### src/rtl/alu_seq_unit.sv
// Sequential ALU: single-cycle add/sub/logic/slt plus a WIDTH-cycle shift-add multiplier,
// with a valid/ready handshake on both the request and the result side.
module alu_seq_unit #(
  parameter int WIDTH = 32
) (
  input  logic             clk_i,
  input  logic             rst_i,
  input  logic             valid_i,
  output logic             ready_o,
  input  logic [1:0]       ALUOp_i,
  input  logic [5:0]       funct_i,
  input  logic [WIDTH-1:0] data1_i,
  input  logic [WIDTH-1:0] data2_i,
  output logic             valid_o,
  input  logic             ready_i,
  output logic [WIDTH-1:0] data_o,
  output logic             zero_o,
  output logic             illegal_o
);

  localparam int CW = $clog2(WIDTH + 1);

  typedef enum logic [1:0] {
    IDLE = 2'd0,
    MUL  = 2'd1,
    DONE = 2'd2
  } state_t;

  state_t           r_state;
  state_t           w_state_nxt;
  logic [WIDTH-1:0] r_mcand;
  logic [WIDTH-1:0] r_mplier;
  logic [WIDTH-1:0] r_acc;
  logic [CW-1:0]    r_cnt;
  logic [WIDTH-1:0] r_data;
  logic             r_zero;
  logic             r_illegal;

  logic [WIDTH-1:0] w_alu;
  logic             w_is_mul;
  logic             w_illegal;
  logic             w_accept;
  logic             w_mul_last;

  assign w_accept   = valid_i && (r_state == IDLE);
  assign w_mul_last = (r_cnt == CW'(WIDTH));

  // Operation decode and single-cycle result
  always_comb begin
    w_alu     = '0;
    w_is_mul  = 1'b0;
    w_illegal = 1'b0;
    case (ALUOp_i)
      2'b00: w_alu = data1_i + data2_i;
      2'b01: w_alu = data1_i - data2_i;
      2'b11: w_alu = data1_i | data2_i;
      2'b10: begin
        case (funct_i)
          6'b100000: w_alu = data1_i + data2_i;
          6'b100010: w_alu = data1_i - data2_i;
          6'b011000: w_is_mul = 1'b1;
          6'b100100: w_alu = data1_i & data2_i;
          6'b100101: w_alu = data1_i | data2_i;
          6'b100110: w_alu = data1_i ^ data2_i;
          6'b101010: w_alu = {{(WIDTH-1){1'b0}}, ($signed(data1_i) < $signed(data2_i))};
          default: begin
            w_alu     = data1_i & data2_i;
            w_illegal = 1'b1;
          end
        endcase
      end
      default: w_alu = '0;
    endcase
  end

  // Next-state logic
  always_comb begin
    w_state_nxt = r_state;
    case (r_state)
      IDLE: begin
        if (w_accept) w_state_nxt = w_is_mul ? MUL : DONE;
        else          w_state_nxt = IDLE;
      end
      // WIDTH step cycles, then one cycle to latch the accumulator into the result
      MUL: begin
        if (w_mul_last) w_state_nxt = DONE;
        else            w_state_nxt = MUL;
      end
      DONE: begin
        if (ready_i) w_state_nxt = IDLE;
        else         w_state_nxt = DONE;
      end
      default: w_state_nxt = IDLE;
    endcase
  end

  // State register
  always_ff @(posedge clk_i) begin
    if (!rst_i) r_state <= IDLE;
    else        r_state <= w_state_nxt;
  end

  // Datapath: operand capture, shift-add multiply, result/flag registers
  always_ff @(posedge clk_i) begin
    if (!rst_i) begin
      r_mcand   <= '0;
      r_mplier  <= '0;
      r_acc     <= '0;
      r_cnt     <= '0;
      r_data    <= '0;
      r_zero    <= 1'b0;
      r_illegal <= 1'b0;
    end else begin
      case (r_state)
        IDLE: begin
          if (w_accept && w_is_mul) begin
            r_mcand  <= data1_i;
            r_mplier <= data2_i;
            r_acc    <= '0;
            r_cnt    <= '0;
          end else if (w_accept) begin
            r_data    <= w_alu;
            r_zero    <= (w_alu == '0);
            r_illegal <= w_illegal;
          end
        end
        MUL: begin
          if (w_mul_last) begin
            r_data    <= r_acc;
            r_zero    <= (r_acc == '0);
            r_illegal <= 1'b0;
          end else begin
            if (r_mplier[0]) r_acc <= r_acc + r_mcand;
            r_mcand  <= r_mcand << 1;
            r_mplier <= r_mplier >> 1;
            r_cnt    <= r_cnt + CW'(1);
          end
        end
        default: ;
      endcase
    end
  end

  assign ready_o   = (r_state == IDLE);
  assign valid_o   = (r_state == DONE);
  assign data_o    = r_data;
  assign zero_o    = r_zero;
  assign illegal_o = r_illegal;

endmodule

### config.mk
export PLATFORM = sky130hd
export DESIGN_NAME = alu_seq_unit
export DESIGN_NICKNAME = d
export VERILOG_FILES = /design/src/rtl/alu_seq_unit.sv
export SDC_FILE = /design/constraint.sdc
export NUM_CORES = 1
export LEC_CHECK = 0
export CORE_UTILIZATION = 56
export CTS_BUF_LIST = sky130_fd_sc_hd__clkbuf_4
export DETAILED_ROUTE_END_ITERATION = 8
export GPL_TIMING_DRIVEN = 0
export HOLD_SLACK_MARGIN = 0.1
export PLACE_DENSITY = 0.8
export RECOVER_POWER = 100
export SLEW_MARGIN = 20
export SYNTH_ARGS = -nofsm -noshare
export SYNTH_HDL_FRONTEND = slang
export SYNTH_SLANG_ARGS = --single-unit
export TNS_END_PERCENT = 100
### constraint.sdc
create_clock -name clk_i -period 3.8 [get_ports clk_i]
set_clock_uncertainty 0.2 [all_clocks]
set_input_delay 0.57 -clock clk_i [delete_from_list [all_inputs] [get_ports clk_i]]
set_output_delay 0.57 -clock clk_i [all_outputs]
set_load 0.01 [all_outputs]
==> impl_metrics.json <==
{
  "power_frac_clock_pct": 25.1,
  "die-area_um2": 25400,
  "dpl.hpwl_mm": 45.8,
  "fmax_ghz": 0.258,
  "status": "finished, violations left",
  "yosys-top-cells-count": "nand2_1, nor2_1, a21oi_1",
  "hold_violations": 0,
  "grt_pass1_vias": 15800,
  "cts_inserted_buffers": 17,
  "grt_use_total_pct": 46.5,
  "path_max_fanout": 5,
  "antenna_found_initial": 2,
  "avgRoutedWirePerCell_um": 24.7,
  "clock_latency_ns": 0.60,
  "clk_path_buf_depth": 2,
  "ys_async_sr_fraction_pct": 0,
  "period_share_pct": 102,
  "min_path_type": "input port to flip-flop",
  "grt_setup_unrepaired": "yes",
  "fin_crit_ns": 3.87,
  "clkTransAtPathRegs_ns": 0.18,
  "synth_area_leaders": "dfxtp_1, ha_1, nand2_1",
  "whs_ns": 0.0932,
  "r2r_setup_slack_ns": 0.07,
  "critPathLaunch": "data1_i[6]",
  "setup_violations": 2,
  "ys_types": 95,
  "pwr-share-seq_pct": 33.4,
  "io_pins": 112,
  "totalWireLength_mm": 61.3,
  "finalNetCount": 2349,
  "cts_root_buf": "clkbuf_4",
  "syn_area_um2": 13900,
  "r2r_cells": 8,
  "combPwrFrac_pct": 41.5,
  "cts.htree.levels": 4,
  "final_cells": 2480,
  "arrival_ns": 4.17,
  "grt_pass1_wl_mm": 91.2,
  "ys.flop_type": "dfxtp_1",
  "first_iter_violations": 2136,
  "die_w_um": 159,
  "area_growth_pct": 23.9,
  "tightest_slew_ns": 0.978,
  "peakVddDrop_v": 0.000179,
  "path_class": "input port to flip-flop",
  "tritoncts": "built",
  "synth_most_common_cell": "nand2_1",
  "synthesis.nets": 2171,
  "crit_path_frequent_cell": "or4_4",
  "yosysWarningCount": 0,
  "maxSlewHeadroom_pct": 34.6,
  "synth_top_area_share_pct": 19.9,
  "drv_cap": 0,
  "syn_inst": 1963,
  "drc_errors": 0,
  "grt_max_degree": 17,
  "numClockSinks": 138,
  "power_switching_mw": 1.88,
  "drive_gt1_share_pct": 15.2,
  "p_int_mw": 2.62,
  "synth_edf_count": 0,
  "seq_area_frac_synth_pct": 19.9,
  "cp_slowest_cell": "or4_4",
  "r2r-end": "r_mcand[14]",
  "rows": 57,
  "switching_share_pct": 41.7,
  "synth.avg_cell_area_um2": 7.06,
  "cp-start-kind": "input port",
  "ys_ff_latch": 138,
  "synth_top_cell_by_area": "dfxtp_1",
  "critPathCapture": "zero_o",
  "drt_pass1_iterations": 6,
  "setup-tns-final_ns": -0.0923,
  "setup_slack_ns": -0.0699,
  "core_area_um2": 24300,
  "initial_core_util_pct": 57.0,
  "regToRegStartpoint": "r_state[0]",
  "antenna_left": 0,
  "gp_congestion": 1.02,
  "vias": 17000,
  "numPortBuffers": 108,
  "finalMaxSlewViolations": 0,
  "overflow": 0,
  "crit_chain": "dlygate4sd2_1 > inv_1 > ha_4 > nor2b_2 > or4_4 > o22ai_4 > o2111ai_2 > a221oi_2 > o221ai_2 > a31oi_2 > nand4_1 > or4_4 > nor4_2 > nand3_1 > o31ai_2",
  "stdcell_area_um2": 17200,
  "die_h_um": 159,
  "power_density_nw_per_um2": 262,
  "dpl_cell_area_um2": 15400,
  "vias_per_cell": 6.87,
  "dp.cells": 2395,
  "violations": "setup timing",
  "worstPathRequired_ns": 4.10,
  "p_leak_nw": 7.06,
  "max_stage_delay_ns": 0.53,
  "crit_path_end_kind": "flip-flop"
}
## placed cells by master, fill, tap and decap left out, types with 13 or more instances in the layout
master,count
dlygate4sd3_1,39
xor2_1,16
ha_4,14
a311oi_1,69
nor2_1,231
a211oi_1,24
a21oi_2,17
inv_2,15
dfxtp_1,138
nor2b_1,14
nand2_1,260
o211ai_1,25
clkdlybuf4s50_1,24
buf_4,56
clkbuf_1,84
a21oi_1,134
o21bai_1,15
nand2b_1,18
nand4_1,19
o21a_1,14
or3_1,14
a21o_1,30
a22oi_1,22
dlymetal6s2s_1,15
a31oi_1,16
o22ai_1,13
clkbuf_2,29
inv_1,92
nor4_1,15
clkbuf_4,19
ha_1,113
nor3_1,36
nand3_1,33
o21ai_0,93
xnor2_1,45
## registers in the layout, summed over array words and instances, names as in the netlist
register,cells
r_acc,32
illegal_o,1
r_mplier,32
r_mcand,32
r_state,2
data_o,32
zero_o,1
r_cnt,6
## through the flow
| step | power [mW] | util, % | worst slack [ns] |
|---|---|---|---|
| 6_report | 4.50 | 70.6 | -0.0699 |
| 5_1_grt | 4.64 | 70.5 | -0.0842 |
| 3_5_place_dp | 3.02 | 63.2 | -1.94 |
| 3_3_place_gp | 3.01 | 63.2 | -1.88 |
| 4_1_cts | 4.29 | 68.0 | -0.0940 |
| 2_1_floorplan | 2.47 | - | -0.125 |
## kinds of logic after synthesis
| family | after synthesis | share of synthesized area (%) |
|---|---|---|
| adders and majority gates | 132 | 12.1 |
| xor gates and xnor gates | 62 | 3.92 |
| muxes | 17 | 1.27 |
| DFF | 138 | 19.9 |
| and+or+nand+nor | 731 | 24.0 |
| AOI/OAI and AO/OA | 646 | 32.1 |
| buffers and inverters | 237 | 6.67 |
## final cells by class
| cell class | count | area [µm²] |
|---|---|---|
| tap | 324 | 405 |
| antenna | 2 | 5.00 |
| clock inverter | 14 | 164 |
| buffer | 122 | 573 |
| fill | 2036 | 7160 |
| multi-input combinational | 1588 | 11200 |
| clock buffer | 18 | 135 |
| timing repair buffer | 163 | 1470 |
| sequential | 138 | 2760 |
| inverter | 111 | 428 |
## repair_timing
| action | in CTS | in global routing |
|---|---|---|
| gates resized for setup | 204 | 170 |
| endpoints found under the hold margin | 1 | 2 |
| pin swaps | 33 | 53 |
| setup endpoints to repair | 39 | 22 |
| buffers inserted | 27 | 25 |
| hold buffers | 1 | 2 |
## worst max-delay path: cells and delay by family
kind	cells	cell delay (ns)
buffers and inverters	2	0.50
AO/OA/AOI/OAI	6	1.18
AND/OR/NAND/NOR	6	1.58
adder cells (fa/ha/maj)	1	0.33
## layer usage
layer  GRT usage [%]  wire (µm)  vias to the layer above
li1                -          -                     7524
met1            56.4      22800                     7994
met2            74.0      27100                     1208
met3            10.7       7210                      309
met4            30.1       4170                        2
met5               0         11                        -
## worst min-delay path by stage
stage / slack [ns] / start / cells past startpoint / to
2_1_floorplan: 0.25 / r_mplier[31] / 2 / r_mplier[31]
3_3_place_gp: 0.25 / data_o[23] / 2 / data_o[23]
3_5_place_dp: 0.25 / data_o[23] / 2 / data_o[23]
4_1_cts: 0.11 / data2_i[0] / 3 / r_mplier[0]
5_1_grt: 0.10 / data2_i[2] / 3 / r_mplier[2]
6_report: 0.09 / data2_i[19] / 3 / r_mplier[19]
## power by group through the flow
stage | Combinational (mW) | Sequential (mW) | Clock (mW)
4_1_cts | 1.67 | 1.51 | 1.11
5_1_grt | 1.96 | 1.51 | 1.17
2_1_floorplan | 0.922 | 1.54 | 0
3_5_place_dp | 1.48 | 1.54 | 0
6_report | 1.87 | 1.51 | 1.13
3_3_place_gp | 1.47 | 1.54 | 0
Note: power is estimated with default switching activity, not from simulation.
